[config.mk]
export PLATFORM = sky130hd
export DESIGN_NAME = nl2_dbank_mexcl_monitor
export DESIGN_NICKNAME = d
export VERILOG_FILES = /design/src/rtl/nl2_excl_pkg.sv /design/src/rtl/nl2_excl_mon_entry.sv /design/src/rtl/nl2_dbank_mexcl_monitor.sv
export SDC_FILE = /design/constraint.sdc
export NUM_CORES = 1
export LEC_CHECK = 0
export BUFFER_PORTS_ARGS = -buffer_cell sky130_fd_sc_hd__buf_2
export CAP_MARGIN = 5
export CORE_UTILIZATION = 25
export CTS_CLUSTER_DIAMETER = 100
export DETAILED_ROUTE_END_ITERATION = 8
export SYNTH_ARGS = -nofsm -noshare
export SYNTH_HDL_FRONTEND = slang
export SYNTH_HIERARCHICAL = 1
export SYNTH_SLANG_ARGS = --single-unit
export TNS_END_PERCENT = 50
[constraint.sdc]
create_clock -name axi_clk -period 6.6 [get_ports axi_clk]
set_input_delay 0.99 -clock axi_clk [delete_from_list [all_inputs] [get_ports axi_clk]]
set_output_delay 0.99 -clock axi_clk [all_outputs]
set_load 0.02 [all_outputs]
[src/rtl/nl2_excl_pkg.sv]
// rtl/nl2_excl_pkg.sv - shared encodings and entry types for the exclusive-access monitor
package nl2_excl_pkg;

  localparam logic [1:0] EXCL_PASS = 2'b00;
  localparam logic [1:0] EXCL_FAIL = 2'b10;

  // Storage is sized for the widest supported configuration; unused upper bits stay zero.
  localparam int EXCL_ID_MAX   = 16;
  localparam int EXCL_GRAN_MAX = 64;

  typedef logic [EXCL_ID_MAX-1:0]   excl_id_t;
  typedef logic [EXCL_GRAN_MAX-1:0] excl_gran_t;

  typedef struct packed {
    logic       valid;
    excl_id_t   id;
    excl_gran_t granule;
  } excl_entry_t;

  typedef struct packed {
    logic       valid;
    logic       lock;
    logic       pass;
    excl_gran_t granule;
  } excl_aw_t;

endpackage

[src/rtl/nl2_excl_mon_entry.sv]
// rtl/nl2_excl_mon_entry.sv - one reservation entry: storage, compare, set/clear
module nl2_excl_mon_entry
  import nl2_excl_pkg::*;
(
  input  logic       axi_clk,
  input  logic       rst_a,
  input  logic       set,
  input  excl_id_t   set_id,
  input  excl_gran_t set_gran,
  input  logic       clr,
  input  excl_gran_t clr_gran,
  input  excl_id_t   cmp_id,
  input  excl_gran_t cmp_gran,
  output logic       valid,
  output logic       clr_hit,
  output logic       id_hit,
  output logic       excl_hit
);

  excl_entry_t ent;

  assign valid    = ent.valid;
  assign clr_hit  = clr && ent.valid && (ent.granule == clr_gran);
  // An entry being cleared this cycle no longer owns its ID for allocation.
  assign id_hit   = ent.valid && !clr_hit && (ent.id == set_id);
  assign excl_hit = ent.valid && (ent.id == cmp_id) && (ent.granule == cmp_gran);

  always_ff @(posedge axi_clk or posedge rst_a) begin
    if (rst_a) begin
      ent <= '0;
    end else if (set) begin
      ent.valid   <= 1'b1;
      ent.id      <= set_id;
      ent.granule <= set_gran;
    end else if (clr_hit) begin
      ent.valid <= 1'b0;
    end
  end

endmodule

[src/rtl/nl2_dbank_mexcl_monitor.sv]
// rtl/nl2_dbank_mexcl_monitor.sv - AXI exclusive-access monitor with victim-pointer eviction
module nl2_dbank_mexcl_monitor
  import nl2_excl_pkg::*;
#(
  parameter int NUM_MON       = 4,
  parameter int CMD_ID_SIZE   = 4,
  parameter int WR_ID_SIZE    = 4,
  parameter int CMD_ADDR_SIZE = 32,
  parameter int GRAN_LSB      = 7
) (
  input  logic                     axi_clk,
  input  logic                     rst_a,
  input  logic                     axi_arvalid,
  input  logic                     axi_arready,
  input  logic                     axi_arlock,
  input  logic [CMD_ID_SIZE-1:0]   axi_arid,
  input  logic [CMD_ADDR_SIZE-1:0] axi_araddr,
  input  logic                     axi_awvalid,
  input  logic                     axi_awready,
  input  logic                     axi_awlock,
  input  logic [WR_ID_SIZE-1:0]    axi_awid,
  input  logic [CMD_ADDR_SIZE-1:0] axi_awaddr,
  output logic [1:0]               excl_err,
  output logic [NUM_MON-1:0]       mon_valid,
  output logic                     mon_evict
);

  localparam int VW = (NUM_MON > 1) ? $clog2(NUM_MON) : 1;

  excl_id_t   ar_id, aw_id;
  excl_gran_t ar_gran, aw_gran;
  excl_aw_t   aw_r;
  logic       ar_excl, clr_en, evict_now, found;
  logic [VW-1:0]      vptr;
  logic [NUM_MON-1:0] ent_valid, clr_hit, id_hit, excl_hit, alloc_sel, set_vec;
  logic               unused_addr_lsbs;

  assign ar_id   = excl_id_t'(axi_arid);
  assign aw_id   = excl_id_t'(axi_awid);
  assign ar_gran = excl_gran_t'(axi_araddr[CMD_ADDR_SIZE-1:GRAN_LSB]);
  assign aw_gran = excl_gran_t'(axi_awaddr[CMD_ADDR_SIZE-1:GRAN_LSB]);
  assign unused_addr_lsbs = ^{axi_araddr[GRAN_LSB-1:0], axi_awaddr[GRAN_LSB-1:0]};

  assign ar_excl   = axi_arvalid && axi_arready && axi_arlock;
  assign clr_en    = aw_r.valid && (!aw_r.lock || aw_r.pass);
  assign mon_valid = ent_valid;
  assign set_vec   = alloc_sel & {NUM_MON{ar_excl}};

  for (genvar g = 0; g < NUM_MON; g++) begin : g_ent
    nl2_excl_mon_entry u_ent (
      .axi_clk  (axi_clk),
      .rst_a    (rst_a),
      .set      (set_vec[g]),
      .set_id   (ar_id),
      .set_gran (ar_gran),
      .clr      (clr_en),
      .clr_gran (aw_r.granule),
      .cmp_id   (aw_id),
      .cmp_gran (aw_gran),
      .valid    (ent_valid[g]),
      .clr_hit  (clr_hit[g]),
      .id_hit   (id_hit[g]),
      .excl_hit (excl_hit[g])
    );
  end

  // Target priority: same-ID entry, then lowest free (clears count as free), then victim.
  always_comb begin
    alloc_sel = '0;
    evict_now = 1'b0;
    found     = 1'b0;
    for (int i = 0; i < NUM_MON; i++) begin
      if (!found && id_hit[i]) begin
        alloc_sel[i] = 1'b1;
        found        = 1'b1;
      end
    end
    for (int i = 0; i < NUM_MON; i++) begin
      if (!found && !(ent_valid[i] && !clr_hit[i])) begin
        alloc_sel[i] = 1'b1;
        found        = 1'b1;
      end
    end
    if (!found) begin
      alloc_sel[vptr] = 1'b1;
      evict_now       = 1'b1;
    end
  end

  always_comb begin
    excl_err = EXCL_PASS;
    if (!rst_a && axi_awvalid && axi_awlock && !(|excl_hit))
      excl_err = EXCL_FAIL;
  end

  always_ff @(posedge axi_clk or posedge rst_a) begin
    if (rst_a) begin
      vptr      <= '0;
      mon_evict <= 1'b0;
      aw_r      <= '0;
    end else begin
      mon_evict <= ar_excl && evict_now;
      if (ar_excl && evict_now)
        vptr <= (vptr == VW'(NUM_MON-1)) ? '0 : vptr + 1'b1;
      aw_r.valid   <= axi_awvalid && axi_awready;
      aw_r.lock    <= axi_awlock;
      aw_r.pass    <= (excl_err == EXCL_PASS);
      aw_r.granule <= aw_gran;
    end
  end

endmodule

# == Yosys cells after proc, flatten, opt, wreduce, memory -nomap -nowiden ==
# Index checks and enable logic that the tools add are counted.
# classes
add_sub_neg,1
multipliers,0
div,0
order_cmp,2
n_eq_ne,17
n_shift,0
n_mux,29
n_bitwise,2
n_reduce_logical,65
# op_table
operator,n
$eq 25x25->1,8
$logic_and 1x1->1,40
$eq 4x4->1,8
$mux 1,25
$logic_not 1->1,18
$reduce_bool 2->1,4
$and 4x4->4,1
$mux 2,2
$mux 4,1
$or 4x4->4,1
$reduce_or 4->1,1
$lt 2x3->1 const B,1
$add 2x1->2 const B,1
$demux 1 s2,1
$eq 2x2->1 const B,1
$ge 2x1->1 const B,1
$logic_not 2->1,1
$logic_or 1x1->1,1
# totals
regBits,151
latch_bits,0
ram_bits,0
romBits,0
inputBits,80
out_inout_bits,7
elab_cells,134
n_memories,0

# == Logic depth before layout (Yosys ltp) ==
# Gate-level depths: netlist of run 1.
# depth
depth_word,34
mapped_depth,15
mapped_depth_nobuf,12

# == Hierarchy ==
# The synthesis of run 1 kept the hierarchy.
# modules_own_cells
mod,instances,cells_per_inst,area_per_inst_um2,seq_area_each_um2
nl2_excl_mon_entry,4,474,5041.1,2026.9
nl2_dbank_mexcl_monitor,1,76,1129.8,775.7

# == Worst setup path before layout of run 1 ==
# No wires, ideal clock.
# synth_path
path_type,reg2reg
from,reg aw_r[64] in the netlist's numbering
to,"reg, netlist name g_ent[2].u_ent/ent[27]"
setup_ps,135
arrival_ps,3391
t_required_ps,6465
path_slack_ps,3073
path_stages_with_launch,15
n_path_buf,3
period_less_slack_ps,3527
cell_sequence,dfrtp_1 inv_1 a21boi_0 nand2_1 nor4_1 nand4_1 or4_4 o211a_1 nor4b_4 o311ai_0 a21oi_1 clkbuf_1 clkbuf_1 clkbuf_1 o21ai_0
# synth_lines
item,line_no,rtl
start: declaration,nl2_dbank_mexcl_monitor.sv:32,excl_aw_t aw_r;

==> out/metrics.yaml, run 1 <==
fin_crit_sh: 0.804
r2r_start: "aw_r[64]$_DFF_PP0_"
yosysUniqueCellTypes: 52
timing.setup.critical_path_class: "flip-flop to flip-flop"
synth_largest_area_cell: "dfrtp_1"
powerDensity_nw_per_um2: 421
maxSlewHeadroom: 0.121
setup_viol: 0
gr-usage-met2: 0.249
synth.avg_cell_area_um2: 10.8
placedCellCount: 3821
crit_end: "g_ent[1].u_ent/ent[55]$_DFFE_PP0P_"
slew_viol_final: 0
die-height_um: 294
cts_resized: 0
cp-startpoint: "aw_r[64]$_DFF_PP0_"
antenna_cells: 0
met1_usage: 0.246
nFillCells: 8760
cp-start-kind: "flip-flop"
ant_nets: 0
r2r_setup_slack_ns: 1.29
grt_pass1_vias: 15800
end_kind: "flip-flop"
finClkSkew_ns: 0.0390
grt-busiest-layer: "met2"
timing.fmax_mhz: 188
vdd_drop_max_mv: 0.194
seq_area_um2: 8880
via_count: 16500
cts_num_sinks: 355
dp_slack_ns: 1.47
antenna_found_initial: 8
period_needed_ns: 5.31
synth_seq_cells: 355
met3_usage: 0.0460
final.setup.tns_ns: 0
initial_core_util: 0.254
globalRouteOverflowTotal: 0
routed_wl_um: 73200
cts_setup_buffers: 0
fin_nets: 2817
status: "finished clean"
tritoncts: "built"
die_area_um2: 86300
path_clk_slew_ns: 0.06
worst_ep_arrival_time_ns: 5.78
post_route_cells_drive_above_1_share: 0.163
wire_per_inst_um: 18.8
core_area_um2: 84000
cts-hold-fix-buffers: 0
drtPass1Iterations: 5
min_path_type: "input pin to asynchronous set/reset pin"
io_buffers: 71
netlist_instances: 1972
multi_input_area_um2: 14400
avgViaCountPerCell: 4.22
syn_to_final_growth_pct: 27.4
grt_first_pass_wirelength_um: 106000
synth_area_um2: 21300
finalHoldViolations: 0
final_cells: 3900
tightest_slew_ns: 1.31
cts_buffers: 44
synth_warnings: 6
p_leak_uw: 0.0116
p_total_uw: 11400
ioPinCount: 87
root_buffer: "clkbuf_16"
grt_max_degree: 89
post-route-drc-count: 0
ys.flop_type: "dfrtp_1"
die_w_um: 294
final_common_cell: "conb_1"
gp_congestion: 0.959
final_cell_mix: "677 x conb_1, 355 x dfrtp_1, 328 x xnor2_1"
synth_area_leaders: "dfrtp_1 42%, mux2_2 14%, xnor2_1 13%, xor2_1 8.1%, nand4_1 3.2%"
placementRows: 106
rsz0062_at_grt: "no"
async_reset_ff_frac: 1.00
cap_violations: 0
setup_slack_ns: 1.29
clk_path_buf_depth: 3
drt_iter0_drc: 1334
synth_edf_count: 0
worstRegToRegCells: 13
grt_use_total: 0.170
yosysTopAreaCellShare: 0.417
ys_seq_area_frac: 0.417
cp.required_ns: 7.07
hpwl_um: 56000
crit_fanout: 63
htreeDepth: 2
rr_endpoint: "g_ent[1].u_ent/ent[55]$_DFFE_PP0P_"
clk_latency_ns: 0.61
[synth_stat cells (2+ instances only)]
| cell | instances |
|---|---|
| a22o_1 | 8 |
| or4_4 | 4 |
| and4_1 | 12 |
| mux2_2 | 260 |
| nand2_1 | 73 |
| nand3_1 | 17 |
| nor4b_1 | 8 |
| inv_1 | 113 |
| o2bb2ai_1 | 8 |
| o21ai_0 | 64 |
| o211a_1 | 4 |
| ha_1 | 4 |
| nand4_1 | 110 |
| a22oi_1 | 12 |
| and2b_1 | 4 |
| nand3b_1 | 5 |
| a221oi_1 | 8 |
| or4_1 | 8 |
| and4b_1 | 4 |
| o22ai_1 | 29 |
| a221o_1 | 4 |
| nand4b_1 | 4 |
| nand2b_1 | 2 |
| mux2_4 | 2 |
| nor2_1 | 38 |
| a2111oi_0 | 12 |
| or3b_2 | 9 |
| dfrtp_1 | 355 |
| xor2_1 | 196 |
| nor2b_1 | 61 |
| a21oi_1 | 16 |
| nor4_1 | 93 |
| buf_1 | 8 |
| nor4b_4 | 2 |
| a222oi_1 | 4 |
| nor3_1 | 13 |
| o221ai_1 | 4 |
| clkbuf_1 | 36 |
| xnor2_1 | 328 |
| o2111ai_1 | 4 |
| a31oi_1 | 4 |
| nor4_2 | 12 |
[per-stage QoR]
| stage | hold WS (ns) | instance area (um2) | util |
|---|---|---|---|
| 6_report | 0.369 | 27100 | 0.323 |
| 5_1_grt | 0.378 | 27100 | 0.323 |
| 4_1_cts | 0.354 | 27100 | 0.323 |
| 3_5_place_dp | 0.562 | 25600 | 0.305 |
| 3_3_place_gp | 0.554 | 25600 | 0.305 |
| 2_1_floorplan | 0.532 | 23800 | - |
[worst max-delay path: stages, from the launching register on]
cell	delay [ns]
dfrtp_1	0.33
inv_1	0.04
a21boi_1	0.92
nand2_1	0.18
nor4_1	0.39
nand4_1	0.13
or4_4	0.48
o211a_1	0.30
nor4b_4	0.41
nand4_4	0.23
o32ai_4	0.16
buf_4	0.65
buf_4	0.54
mux2_2	0.39
[logic make-up after synthesis]
logic type / synth area share
xor+xnor: 0.216
compound gates: 0.0576
other cells: 0.000176
buf+inv: 0.0280
mux: 0.139
simple gates: 0.140
fa+ha+maj: 0.00235
flops: 0.417
[area by class of cell]
class / count / share of cell area
clock inverters: 16 / 0.00959
flip-flops and latches: 355 / 0.327
repair buffers: 84 / 0.0176
clock buffers: 63 / 0.0462
inverters: 113 / 0.0158
well taps: 1134 / 0.0523
multi-input cells: 2135 / 0.531
[layer usage]
layer / routed length [um] / vias up / part of all wire
met4: 1690 / 2 / 0.023
met5: 11 / - / 0.00015
met2: 30600 / 575 / 0.42
met3: 6390 / 95 / 0.087
li1: - / 7869 / -
met1: 34500 / 7909 / 0.47
[worst min-delay path by stage]
stage	slack, ns	end	cells past startpoint	from
6_report	0.37	g_ent[3].u_ent/ent[0]$_DFFE_PP0P_	2	rst_a
5_1_grt	0.38	g_ent[3].u_ent/ent[23]$_DFFE_PP0P_	2	rst_a
4_1_cts	0.35	g_ent[3].u_ent/ent[72]$_DFFE_PP0P_	2	rst_a
3_5_place_dp	0.56	g_ent[3].u_ent/ent[19]$_DFFE_PP0P_	1	g_ent[3].u_ent/ent[19]$_DFFE_PP0P_
3_3_place_gp	0.55	g_ent[1].u_ent/ent[15]$_DFFE_PP0P_	1	g_ent[1].u_ent/ent[15]$_DFFE_PP0P_
2_1_floorplan	0.53	g_ent[0].u_ent/ent[2]$_DFFE_PP0P_	1	g_ent[0].u_ent/ent[2]$_DFFE_PP0P_
[registers in the layout (all words and copies together), names as in the netlist]
signal,cells
g_ent.u_ent/valid,4
mon_evict,1
g_ent.u_ent/ent,320
vptr,2
aw_r,28
[power breakdown]
group	internal, uW	total (uW)	switching, uW
Sequential	3190	4430	1240
Combinational	2140	4450	2310
Clock	1530	2550	1020
Power figures use the tool's default switching activity.
==> inputs of run 2 (changes only) <==
- clock period: 6.6 -> 4.9 ns (I/O delays scaled with it)
==> run 2 against run 1 <==
Compared with the run above: combinational power up 38%; global-route usage up 0.42 points; clock power up 30%; sequential cell count unchanged; worst setup slack got worse by 0.80 ns; via count about the same; utilization is 0.057 points higher; first-iteration DRC count decreased by 12%; total power grew 35%; worst hold slack worse by 0.092 ns; design area grew 0.18%; register-to-register slack got worse by 0.80 ns; highest routed layer is now met4.
==> out/metrics.yaml, run 2 (synthesis gave the netlist of run 1 again) <==
ant_nets: 0  # unchanged
slew_viol_final: 0  # unchanged
cp_slowest_cell: "xnor2_1"  # was a21boi_1
crit_buf_inv: 1  # was 3
max_stage_delay_ns: 0.64  # was 0.92 ns
routed_wl_um: 74300  # was 73200 um
hpwl_um: 57500  # was 56000 um
gp_congestion: 1.01  # was 0.959
htreeDepth: 2  # unchanged
cts_buffers: 43  # was 44
antenna_found_initial: 5  # was 8
initial_core_util: 0.254  # unchanged
maxSlewHeadroom: 0.335  # was 0.121
cp-start-kind: "flip-flop"  # unchanged
r2r_start: "aw_r[0]$_DFF_PP0_"  # was aw_r[64]$_DFF_PP0_
die_area_um2: 86300  # unchanged
nFillCells: 8747  # was 8760
path_clk_slew_ns: 0.06  # about the same
cp.required_ns: 5.36  # was 7.07 ns
crit_fanout: 51  # was 63
final_cell_mix: "677 x conb_1, 355 x dfrtp_1, 328 x xnor2_1"  # unchanged
grt_max_degree: 98  # was 89
rsz0062_at_grt: "no"  # unchanged
final.setup.tns_ns: 0  # unchanged
cts-hold-fix-buffers: 0  # unchanged
r2r_setup_slack_ns: 0.49  # was 1.29 ns
tightest_slew_ns: 0.997  # was 1.31 ns
tritoncts: "built"  # unchanged
grt_first_pass_wirelength_um: 109000  # was 106000 um
cts_setup_buffers: 0  # unchanged
status: "finished clean"  # unchanged
placementRows: 106  # unchanged
crit_family: "simple AND/OR/NAND/NOR gates"  # unchanged
largest_register_ffs: 320  # unchanged
drt_iter0_drc: 1176  # was 1334
cap_violations: 0  # unchanged
largest_registers: "g_ent.u_ent/ent (320), aw_r (28), g_ent.u_ent/valid (4)"  # unchanged
vdd_drop_max_mv: 0.335  # was 0.194 mV
grt_pass1_vias: 16100  # was 15800
die-height_um: 294  # unchanged
setup_viol: 0  # unchanged
globalRouteOverflowTotal: 0  # unchanged
wire_per_inst_um: 19.0  # was 18.8 um
fin_util: 0.324  # was 0.323
top_register: "g_ent.u_ent/ent"  # unchanged
avgViaCountPerCell: 4.21  # was 4.22
final_common_cell: "conb_1"  # unchanged
rr_endpoint: "g_ent[2].u_ent/ent[22]$_DFFE_PP0P_"  # was g_ent[1].u_ent/ent[55]$_DFFE_PP0P_
ioPinCount: 87  # unchanged
post_route_cells_drive_above_1_share: 0.167  # was 0.163
grt_use_total: 0.175  # was 0.170
clk_latency_ns: 0.59  # was 0.61 ns
via_count: 16400  # was 16500
finClkSkew_ns: 0.0226  # was 0.0390 ns
syn_to_final_growth_pct: 27.6  # was 27.4%
io_buffers: 71  # unchanged
period_needed_ns: 4.41  # was 5.31 ns
worst_ep_arrival_time_ns: 4.87  # was 5.78 ns
die_w_um: 294  # unchanged
cts_num_sinks: 355  # unchanged
timing.setup.critical_path_class: "flip-flop to flip-flop"  # unchanged
worstRegToRegCells: 10  # was 13
drtPass1Iterations: 5  # unchanged
crit_path_cell_trace: "xnor2_1, and4_1, nand4_1, or4_4, o211a_1, nor4b_4, o311ai_0, a21oi_4, buf_12, mux2_2"  # was inv_1, a21boi_1, nand2_1, nor4_1, nand4_1, or4_4, o211a_1, nor4b_4, nand4_4, o32ai_4, buf_4, buf_4, mux2_2
finalHoldViolations: 0  # unchanged
fin_crit_sh: 0.900  # was 0.804
root_buffer: "clkbuf_16"  # unchanged
clk_path_buf_depth: 3  # unchanged
fin_nets: 2826  # was 2817
p_leak_uw: 0.0116  # about the same
post-route-drc-count: 0  # unchanged
timing.fmax_mhz: 227  # was 188 MHz
end_kind: "flip-flop"  # unchanged
min_path_type: "input pin to asynchronous set/reset pin"  # unchanged
cts_resized: 0  # unchanged
core_area_um2: 84000  # unchanged
powerDensity_nw_per_um2: 567  # was 421 nW/um2
==> run 2: through the flow <==
step                setup WS [ns]  instances  cell area (um2)  power, uW  hold slack [ns]
floorplan                    1.37       2648            23800       9830            0.532
global placement            0.622       3831            25700      11900            0.554
detailed placement          0.561       3831            25700      12000            0.560
CTS                         0.499       3907            27200      15400            0.246
global route                0.339       3907            27200      16300            0.260
finish                      0.492       3909            27200      15400            0.277
==> run 2: cell type report <==
type,instances,area (um2),area share
multi-input cells,2135,14400,0.530
repair buffers,94,591,0.0217
well taps,1134,1420,0.0522
flip-flops and latches,355,8880,0.327
diodes,2,5.00,0.000184
clock buffers,58,1220,0.0450
inverters,113,429,0.0158
clock inverters,18,219,0.00806
==> run 2: metal layers <==
metal  up-vias  global-route usage  part of all wire
li1       7903                   -                 -
met1      7978               0.252              0.48
met2       487               0.269              0.44
met3        72              0.0316             0.065
met4         0              0.0382             0.019
met5         -                   0                 0
==> run 2: power breakdown <==
part           internal, uW  switching, uW  total (uW)
Combinational          2910           3230        6140
Sequential             4300           1660        5960
Clock                  1960           1350        3320
==> run 2: worst max path at each step <==
stage,to,from,cells after the start
final,g_ent[2].u_ent/ent[22]$_DFFE_PP0P_,aw_r[0]$_DFF_PP0_,10
after global routing,g_ent[2].u_ent/ent[22]$_DFFE_PP0P_,aw_r[24]$_DFF_PP0_,10
after global placement,g_ent[2].u_ent/ent[49]$_DFFE_PP0P_,aw_r[0]$_DFF_PP0_,10
after detailed placement,excl_err[1],axi_awaddr[19],11
after CTS,excl_err[1],g_ent[2].u_ent/ent[12]$_DFFE_PP0P_,10
after floorplan,g_ent[2].u_ent/ent[27]$_DFFE_PP0P_,aw_r[64]$_DFF_PP0_,14
==> run 2: worst reg2reg max path: stages (launching register included) <==
cell	delay [ns]
dfrtp_1	0.46
xnor2_1	0.64
and4_1	0.34
nand4_1	0.11
or4_4	0.53
o211a_1	0.38
nor4b_4	0.46
o311ai_0	0.30
a21oi_4	0.39
buf_12	0.29
mux2_2	0.38
